### config.mk
export PLATFORM = sky130hd
export DESIGN_NAME = instr_fetch_unit_flat
export DESIGN_NICKNAME = d
export VERILOG_FILES = /design/src/rtl/cpu_pkg.sv /design/src/rtl/instr_fetch_unit_if.sv /design/src/rtl/instr_decode.sv /design/src/rtl/instr_fetch_unit.sv /design/src/flat_wrapper.sv
export SDC_FILE = /design/constraint.sdc
export NUM_CORES = 1
export LEC_CHECK = 0
export CAP_MARGIN = 20
export CORE_UTILIZATION = 41
export CTS_CLUSTER_SIZE = 14
export DETAILED_ROUTE_END_ITERATION = 8
export HOLD_SLACK_MARGIN = 0.02
export PLACE_DENSITY_LB_ADDON = 0.15
export SYNTH_ARGS = -nofsm -noshare
export SYNTH_HDL_FRONTEND = slang
export SYNTH_HIERARCHICAL = 1
export SYNTH_SLANG_ARGS = --single-unit
### constraint.sdc
create_clock -name i_clk -period 2.2 [get_ports i_clk]
set_input_delay 0.66 -clock i_clk [delete_from_list [all_inputs] [get_ports i_clk]]
set_output_delay 0.66 -clock i_clk [all_outputs]
set_load 0.005 [all_outputs]
### src/rtl/cpu_pkg.sv
// Shared fetch/decode types and instruction field positions.
// Instruction layout: opcode[15:9] dr[8:6] sa[5:3] sb[2:0].
package cpu_pkg;

   localparam int ADDR_W  = 8;
   localparam int INSTR_W = 16;

   localparam int OPC_MSB = 15;
   localparam int OPC_LSB = 9;
   localparam int DR_LSB  = 6;
   localparam int SA_LSB  = 3;
   localparam int SB_LSB  = 0;

   typedef enum logic [1:0] {
      IFU_IDLE,
      IFU_REQ,
      IFU_DONE
   } ifu_state_e;

   // 6-bit two's complement offset widened to a PC-sized value
   function automatic logic [7:0] sext6(input logic [5:0] v);
      return {{2{v[5]}}, v};
   endfunction

endpackage

### src/rtl/instr_fetch_unit_if.sv
// Instruction memory read port: req/addr out, ack/rdata back.
// master = fetch unit, slave = instruction memory.
interface instr_fetch_unit_if #(
   parameter int ADDR_W  = 8,
   parameter int INSTR_W = 16
);

   logic               mem_req;
   logic [ADDR_W-1:0]  mem_addr;
   logic               mem_ack;
   logic [INSTR_W-1:0] mem_rdata;

   modport master (
      output mem_req,
      output mem_addr,
      input  mem_ack,
      input  mem_rdata
   );

   modport slave (
      input  mem_req,
      input  mem_addr,
      output mem_ack,
      output mem_rdata
   );

endinterface

### src/rtl/instr_decode.sv
// Combinational IR field split and offset sign extension.
// Shared with the control unit, so kept free of state.
module instr_decode (
   input  logic [15:0] ir,
   output logic [6:0]  opcode,
   output logic [2:0]  dr,
   output logic [2:0]  sa,
   output logic [2:0]  sb,
   output logic [7:0]  extend
);

   import cpu_pkg::*;

   assign opcode = ir[OPC_MSB:OPC_LSB];
   assign dr     = ir[DR_LSB +: 3];
   assign sa     = ir[SA_LSB +: 3];
   assign sb     = ir[SB_LSB +: 3];
   assign extend = sext6({dr, sb});

endmodule

### src/rtl/instr_fetch_unit.sv
// Fetch stage: PC -> memory req/ack -> IR, decode, PC increment.
// Optional fetch watchdog enabled by defining FETCH_TIMEOUT_EN.
module instr_fetch_unit #(
   parameter int ADDR_W      = 8,
   parameter int INSTR_W     = 16,
   parameter int TIMEOUT_CYC = 255
) (
   input  logic                i_clk,
   input  logic                i_rst,
   input  logic                i_il,
   input  logic                i_flush,
   input  logic [ADDR_W-1:0]   i_pc,
   instr_fetch_unit_if.master  mem,
   output logic [INSTR_W-1:0]  o_ir,
   output logic [6:0]          o_opcode,
   output logic [2:0]          o_dr,
   output logic [2:0]          o_sa,
   output logic [2:0]          o_sb,
   output logic [7:0]          o_extend,
   output logic                o_ir_valid,
   output logic                o_pi,
   output logic                o_busy,
   output logic [15:0]         o_fetch_cnt,
   output logic                o_fetch_err
);

   import cpu_pkg::*;

   ifu_state_e         state;
   logic [ADDR_W-1:0]  addr_q;
   logic [INSTR_W-1:0] ir_q;
   logic               req_q;
   logic               vld_q;
   logic               busy_q;
   logic [15:0]        cnt_q;

`ifdef FETCH_TIMEOUT_EN
   logic [7:0] wait_q;
   logic       err_q;
   logic       tmo;

   assign tmo = (wait_q == 8'(TIMEOUT_CYC - 1));
`endif

   always_ff @(posedge i_clk or posedge i_rst) begin
      if (i_rst) begin
         state  <= IFU_IDLE;
         addr_q <= '0;
         ir_q   <= '0;
         req_q  <= 1'b0;
         vld_q  <= 1'b0;
         busy_q <= 1'b0;
         cnt_q  <= '0;
`ifdef FETCH_TIMEOUT_EN
         wait_q <= '0;
         err_q  <= 1'b0;
`endif
      end else begin
         vld_q <= 1'b0;
         unique case (state)
            IFU_IDLE: begin
               // flush beats a same-cycle load request
               if (i_il && !i_flush) begin
                  addr_q <= i_pc;
                  req_q  <= 1'b1;
                  busy_q <= 1'b1;
                  state  <= IFU_REQ;
`ifdef FETCH_TIMEOUT_EN
                  wait_q <= '0;
`endif
               end
            end
            IFU_REQ: begin
               if (i_flush) begin
                  req_q  <= 1'b0;
                  busy_q <= 1'b0;
                  state  <= IFU_IDLE;
               end else if (mem.mem_ack) begin
                  ir_q  <= mem.mem_rdata;
                  req_q <= 1'b0;
                  vld_q <= 1'b1;
                  if (cnt_q != 16'hFFFF)
                     cnt_q <= cnt_q + 16'd1;
                  state <= IFU_DONE;
               end
`ifdef FETCH_TIMEOUT_EN
               else if (tmo) begin
                  req_q  <= 1'b0;
                  busy_q <= 1'b0;
                  err_q  <= 1'b1;
                  state  <= IFU_IDLE;
               end else begin
                  wait_q <= wait_q + 8'd1;
               end
`endif
            end
            IFU_DONE: begin
               busy_q <= 1'b0;
               state  <= IFU_IDLE;
            end
            default: begin
               req_q  <= 1'b0;
               busy_q <= 1'b0;
               state  <= IFU_IDLE;
            end
         endcase
      end
   end

   assign mem.mem_req  = req_q;
   assign mem.mem_addr = addr_q;

   assign o_ir        = ir_q;
   assign o_ir_valid  = vld_q;
   assign o_pi        = vld_q;
   assign o_busy      = busy_q;
   assign o_fetch_cnt = cnt_q;

`ifdef FETCH_TIMEOUT_EN
   assign o_fetch_err = err_q;
`else
   logic unused_tmo;
   assign unused_tmo  = ^TIMEOUT_CYC;
   assign o_fetch_err = 1'b0;
`endif

   instr_decode u_dec (
      .ir     (ir_q),
      .opcode (o_opcode),
      .dr     (o_dr),
      .sa     (o_sa),
      .sb     (o_sb),
      .extend (o_extend)
   );

endmodule

### src/flat_wrapper.sv
// flat-port wrapper written by rule: the top's interface ports become plain ports
module instr_fetch_unit_flat import cpu_pkg::*;
#(
   parameter int ADDR_W      = 8,
   parameter int INSTR_W     = 16,
   parameter int TIMEOUT_CYC = 255
)
  (i_clk, i_rst, i_il, i_flush, i_pc, o_ir, o_opcode, o_dr, o_sa, o_sb, o_extend, o_ir_valid, o_pi, o_busy, o_fetch_cnt, o_fetch_err, mem_mem_req, mem_mem_addr, mem_mem_ack, mem_mem_rdata);
  instr_fetch_unit_if #(.ADDR_W(ADDR_W), .INSTR_W(INSTR_W)) mem_i ();
  input  logic i_clk;
  input  logic i_rst;
  input  logic i_il;
  input  logic i_flush;
  input  logic [ADDR_W-1:0] i_pc;
  output logic [INSTR_W-1:0] o_ir;
  output logic [6:0] o_opcode;
  output logic [2:0] o_dr;
  output logic [2:0] o_sa;
  output logic [2:0] o_sb;
  output logic [7:0] o_extend;
  output logic o_ir_valid;
  output logic o_pi;
  output logic o_busy;
  output logic [15:0] o_fetch_cnt;
  output logic o_fetch_err;
  output wire logic [$bits(mem_i.mem_req)-1:0] mem_mem_req;
  output wire logic [$bits(mem_i.mem_addr)-1:0] mem_mem_addr;
  input wire logic [$bits(mem_i.mem_ack)-1:0] mem_mem_ack;
  input wire logic [$bits(mem_i.mem_rdata)-1:0] mem_mem_rdata;
  assign mem_mem_req = mem_i.mem_req;
  assign mem_mem_addr = mem_i.mem_addr;
  assign mem_i.mem_ack = mem_mem_ack;
  assign mem_i.mem_rdata = mem_mem_rdata;
  instr_fetch_unit #(.ADDR_W(ADDR_W), .INSTR_W(INSTR_W), .TIMEOUT_CYC(TIMEOUT_CYC)) u_core (.i_clk(i_clk), .i_rst(i_rst), .i_il(i_il), .i_flush(i_flush), .i_pc(i_pc), .mem(mem_i), .o_ir(o_ir), .o_opcode(o_opcode), .o_dr(o_dr), .o_sa(o_sa), .o_sb(o_sb), .o_extend(o_extend), .o_ir_valid(o_ir_valid), .o_pi(o_pi), .o_busy(o_busy), .o_fetch_cnt(o_fetch_cnt), .o_fetch_err(o_fetch_err));
endmodule
Word level (Yosys, flattened, before mapping)
Index checks and enable logic that the tools add are counted.
{ "totals": {"regBits": 45, "output_inout_bits": 69, "word_cells": 38} }
{ "op_classes": {"addsub": 1, "n_eq_ne": 6, "n_mux": 13, "n_bitwise": 2, "reduce_logical": 9} }
{ "op_table": {"columns": ["op", "count"], "rows": [
  ["$add 16x1->16 const B", 1],
  ["$ne 16x16->1 const B", 1],
  ["$mux 1", 7],
  ["$mux 2", 3],
  ["$reduce_and 2->1", 3],
  ["$reduce_and 3->1", 2],
  ["$pmux 2 s2", 1],
  ["$reduce_and 4->1", 1],
  ["$ne 3x3->1 const B", 1],
  ["$pmux 1 s3", 1],
  ["$eq 2x1->1 const B", 1],
  ["$eq 2x2->1 const B", 1],
  ["$logic_not 2->1", 1],
  ["$ne 2x1->1 const B", 1],
  ["$ne 2x2->1 const B", 1],
  ["$not 1->1", 2],
  ["$pmux 1 s2", 1],
  ["$logic_and 1x1->1", 1],
  ["$logic_not 1->1", 1]
]} }

Longest topological paths before layout
Gate-level depths: netlist of run 1.
{ "logic_depth": {"ltp_word": 4, "ltp_mapped": 7, "ltp_nobuf": 5} }

Modules after synthesis
The synthesis of run 1 kept the hierarchy.
{ "by_module_without_submodules": {"columns": ["mod", "n_inst", "cells_each", "area_each_um2", "seq_area_each_um2"], "rows": [
  ["instr_fetch_unit", 1, 179, 1946.9, 1126.1],
  ["instr_decode", 1, 24, 180.2, 0.0]
]} }

Worst setup path before layout of run 1
Ideal clock, no wire load.
{ "synth_path": {"kind": "input -> register", "from": "input i_flush", "to": "register u_core.cnt_q[15], in the netlist u_core/o_fetch_cnt[15]", "setup_time_ps": 128, "arrival_time_ps": 1749, "required_ps": 2072, "slack_ps": 323, "path_stages": 5, "n_path_buf": 1, "cell_sequence": "nand4bb_1 buf_2 nor4_4 nand4_1 mux2_1"} }
{ "synth_via": {"elab_chain_cells": 2} }
{ "synth_rtl": {"columns": ["item", "line_no", "text"], "rows": [
  ["start: declaration", "flat_wrapper.sv:13", "input logic i_flush;"],
  ["$not 1->1 (no source line)", null, null],
  ["$reduce_and 4->1 (no source line)", null, null],
  ["end signal: assignment", "instr_fetch_unit.sv:83", "cnt_q <= cnt_q + 16'd1;"],
  ["end: declaration", "instr_fetch_unit.sv:35", "logic [15:0] cnt_q;"]
]} }
No other way between the ends.
A chain may end at the register's enable or synchronous reset.

Worst setup path in the final report of run 1
Ends and elaborated chain as after synthesis.

==> results.yml, run 1 <==
clock_network:
  cts_resized: 0
  clk_pin_slew_ns: 0.08
  hold_buffers: 0
  cts_root_buf: "clkbuf_8"
  cts_setup_buffers: 0
  cts_tree: "built"
  clock_sinks: 45
  clk_latency_ns: 0.29
  cts_buffers: 5
  clockBufferDepth: 2
  htreeDepth: 2
placed_design:
  dpl_cell_area_um2: 3060
  dp_slack_ns: -0.184
  gp_congestion: 0.797
  place_inst: 347
  port_buffers: 96
  dpl.hpwl_mm: 3.58
cells_and_area:
  finish.utilization_pct: 65.1
  syn2layout_area_growth_pct: 48.5
  num-fill-cells: 421
  layout_common_cells: "clkdlybuf4s50_1, nand2_1, dfrtp_1"
  multi_input_area_um2: 768
  layout_commonest_cell: "clkdlybuf4s50_1"
  drive_gt1_share_pct: 12.5
  final_cell_area_um2: 3160
  final_nets: 317
  diodes: 0
  final-seq-area_um2: 1130
  layout.cells.non_filler: 355
worst_hold_path:
  hold_depth: 1
  hold_class: "reg -> reg"
routing:
  vias: 1711
  first_iter_violations: 84
  wirelength_mm: 4.67
  ant_nets: 0
  firstDrtPassIters: 4
  wl_per_cell_um: 13.2
  viasPerCell: 4.82
  drcViolationCount: 0
critical_path:
  worst_r2r_path_depth: 6
  cp-end-kind: "register"
  cp_cell_sequence: "clkdlybuf4s50_1 > nand4bb_1 > buf_4 > nor4_4 > nand4_1 > mux2_1"
  worst_setup_path_start_kind: "primary input"
  critical_path_class: "in -> reg"
  cp_slowest_cell: "clkdlybuf4s50_1"
  critPathBufInv: 2
  arrival_ns: 2.25
  critPathMaxStageDelay_ns: 0.41
  cp.required_ns: 2.37
  path_max_fanout: 4
  path_depth: 6
  cpLargestDelayFamily: "simple AND/OR/NAND/NOR gates"
sta:
  hold_viol: 0
  fin_crit_ns: 2.07
  finalSetupTns_ns: 0
  rsz0062_at_grt: "no"
  skew_ns: 0.00535
  setup_viol: 0
  drv_slew: 0
  clock.fmax_ghz: 0.483
  finalWorstSetupSlack_ns: 0.129
  layout_worst_path_cycle_share_pct: 94.1
  fin_hold_ws_ns: 0.507
grt:
  grt_usage_pct: 17.9
  grt_pass1_wl_mm: 7.54
  grt_pass1_vias: 1643
  grt_max_degree: 21
  grt_overflow: 0
  antenna_found_initial: 0
synthesis:
  synthArstFlopShare_pct: 100
  syn_area_um2: 2130
  synthFlopType: "dfrtp_1"
  ys_ff_latch: 45
  synth_warnings: 6
  synth_cell_types: 36
  synth.net_count: 233
  syn_area_per_cell_um2: 10.5
  ys_seq_area_share_pct: 52.9
  syn_inst: 203
  synth-edff-count: 0
floorplan:
  dieArea_um2: 5480
  die-width_um: 74.0
  chipHeight_um: 74.0
  io_pins: 98
  initial_core_util_pct: 43.9
  core-area_um2: 4850
  placementRows: 25
power_and_ir_drop:
  power_mw: 2.47
  p_per_area_nw_per_um2: 782
  ir_worst_vdd_v: 0.000424
  leakagePower_nw: 1.44
run_status:
  status: "finished, final reports clean"
job:
  maxCapViolCount: 0
-- metal layers --
metal  GRT usage (%)  vias up  share of wire (%)
li1                -      827                  -
met1            22.5      818                 44
met2            30.6       61                 49
met3            3.25        5                6.2
met4            7.05        0                1.2
met5               0        -                  0
-- worst register-to-register path: stages, from the launching register on --
cell and delay (ns):
dfrtp_1 0.43, ha_1 0.25, nand4_1 0.21, nor4_4 0.37
nor2_1 0.11, buf_4 0.16, xor2_1 0.13
-- kinds of logic after synthesis --
group	synth area share, %
fa+ha+maj	0.588
xor+xnor	3.71
flops	52.9
compound gates	3.65
mux	5.76
buf+inv	10.9
simple gates	22.2
other cells	0.176
-- cell usage after synthesis, types with 3 or more instances --
cell / instances / area [um^2]
dfrtp_1: 45 / 1130
buf_2: 3 / 15.0
nand3_1: 7 / 35.0
nand2_1: 52 / 195
xor2_1: 7 / 61.3
inv_1: 4 / 15.0
and4_1: 3 / 26.3
a21oi_1: 5 / 25.0
nand4_1: 6 / 37.5
buf_4: 26 / 195
nor2_1: 5 / 18.8
mux2_2: 9 / 101
-- worst paths after layout --
kind	from	endpoint	slack (ns)
setup / recovery	i_flush	u_core/o_fetch_cnt[15]$_DFFE_PP0P_	0.13
max in group asynchronous	i_rst	u_core/mem.mem_addr[0]$_DFFE_PP0P_	1.04
hold reg to reg	u_core/mem.mem_addr[1]$_DFFE_PP0P_	u_core/mem.mem_addr[1]$_DFFE_PP0P_	0.51
setup reg to reg	u_core/o_fetch_cnt[0]$_DFFE_PP0P_	u_core/o_fetch_cnt[0]$_DFFE_PP0P_	0.43
min in group asynchronous	i_rst	u_core/mem.mem_req$_DFFE_PP0P_	0.70
hold / removal	u_core/mem.mem_addr[1]$_DFFE_PP0P_	u_core/mem.mem_addr[1]$_DFFE_PP0P_	0.51
-- area by class of cell --
type	instances	share of cell area (%)
flip-flops and latches	45	35.7
clock inverters	1	0.158
well taps	67	2.65
clock buffers	7	3.05
inverters	4	0.475
multi-input cells	123	24.3
repair buffers	108	33.7
-- sequential cells by signal, summed over array words and instances (netlist names) --
signal and count:
u_core/mem.mem_addr 8, u_core/mem.mem_req 1, u_core/o_busy 1, u_core/o_fetch_cnt 16
u_core/o_ir 16, u_core/o_ir_valid 1, u_core/state 2
-- power breakdown --
group | switching, mW | total (mW) | internal, mW
clock network | 0.263 | 0.547 | 0.284
logic | 0.242 | 0.812 | 0.569
registers | 0.136 | 1.11 | 0.975
total | 0.642 | 2.47 | 1.83
Note: power is estimated with default switching activity, not from simulation.
==> run 2, diff against run 1 <==
Settings changed: CTS_CLUSTER_SIZE 14 to 10.
==> results of run 2 <==
The final DEF is identical to that of run 1; final timing and power are the same.
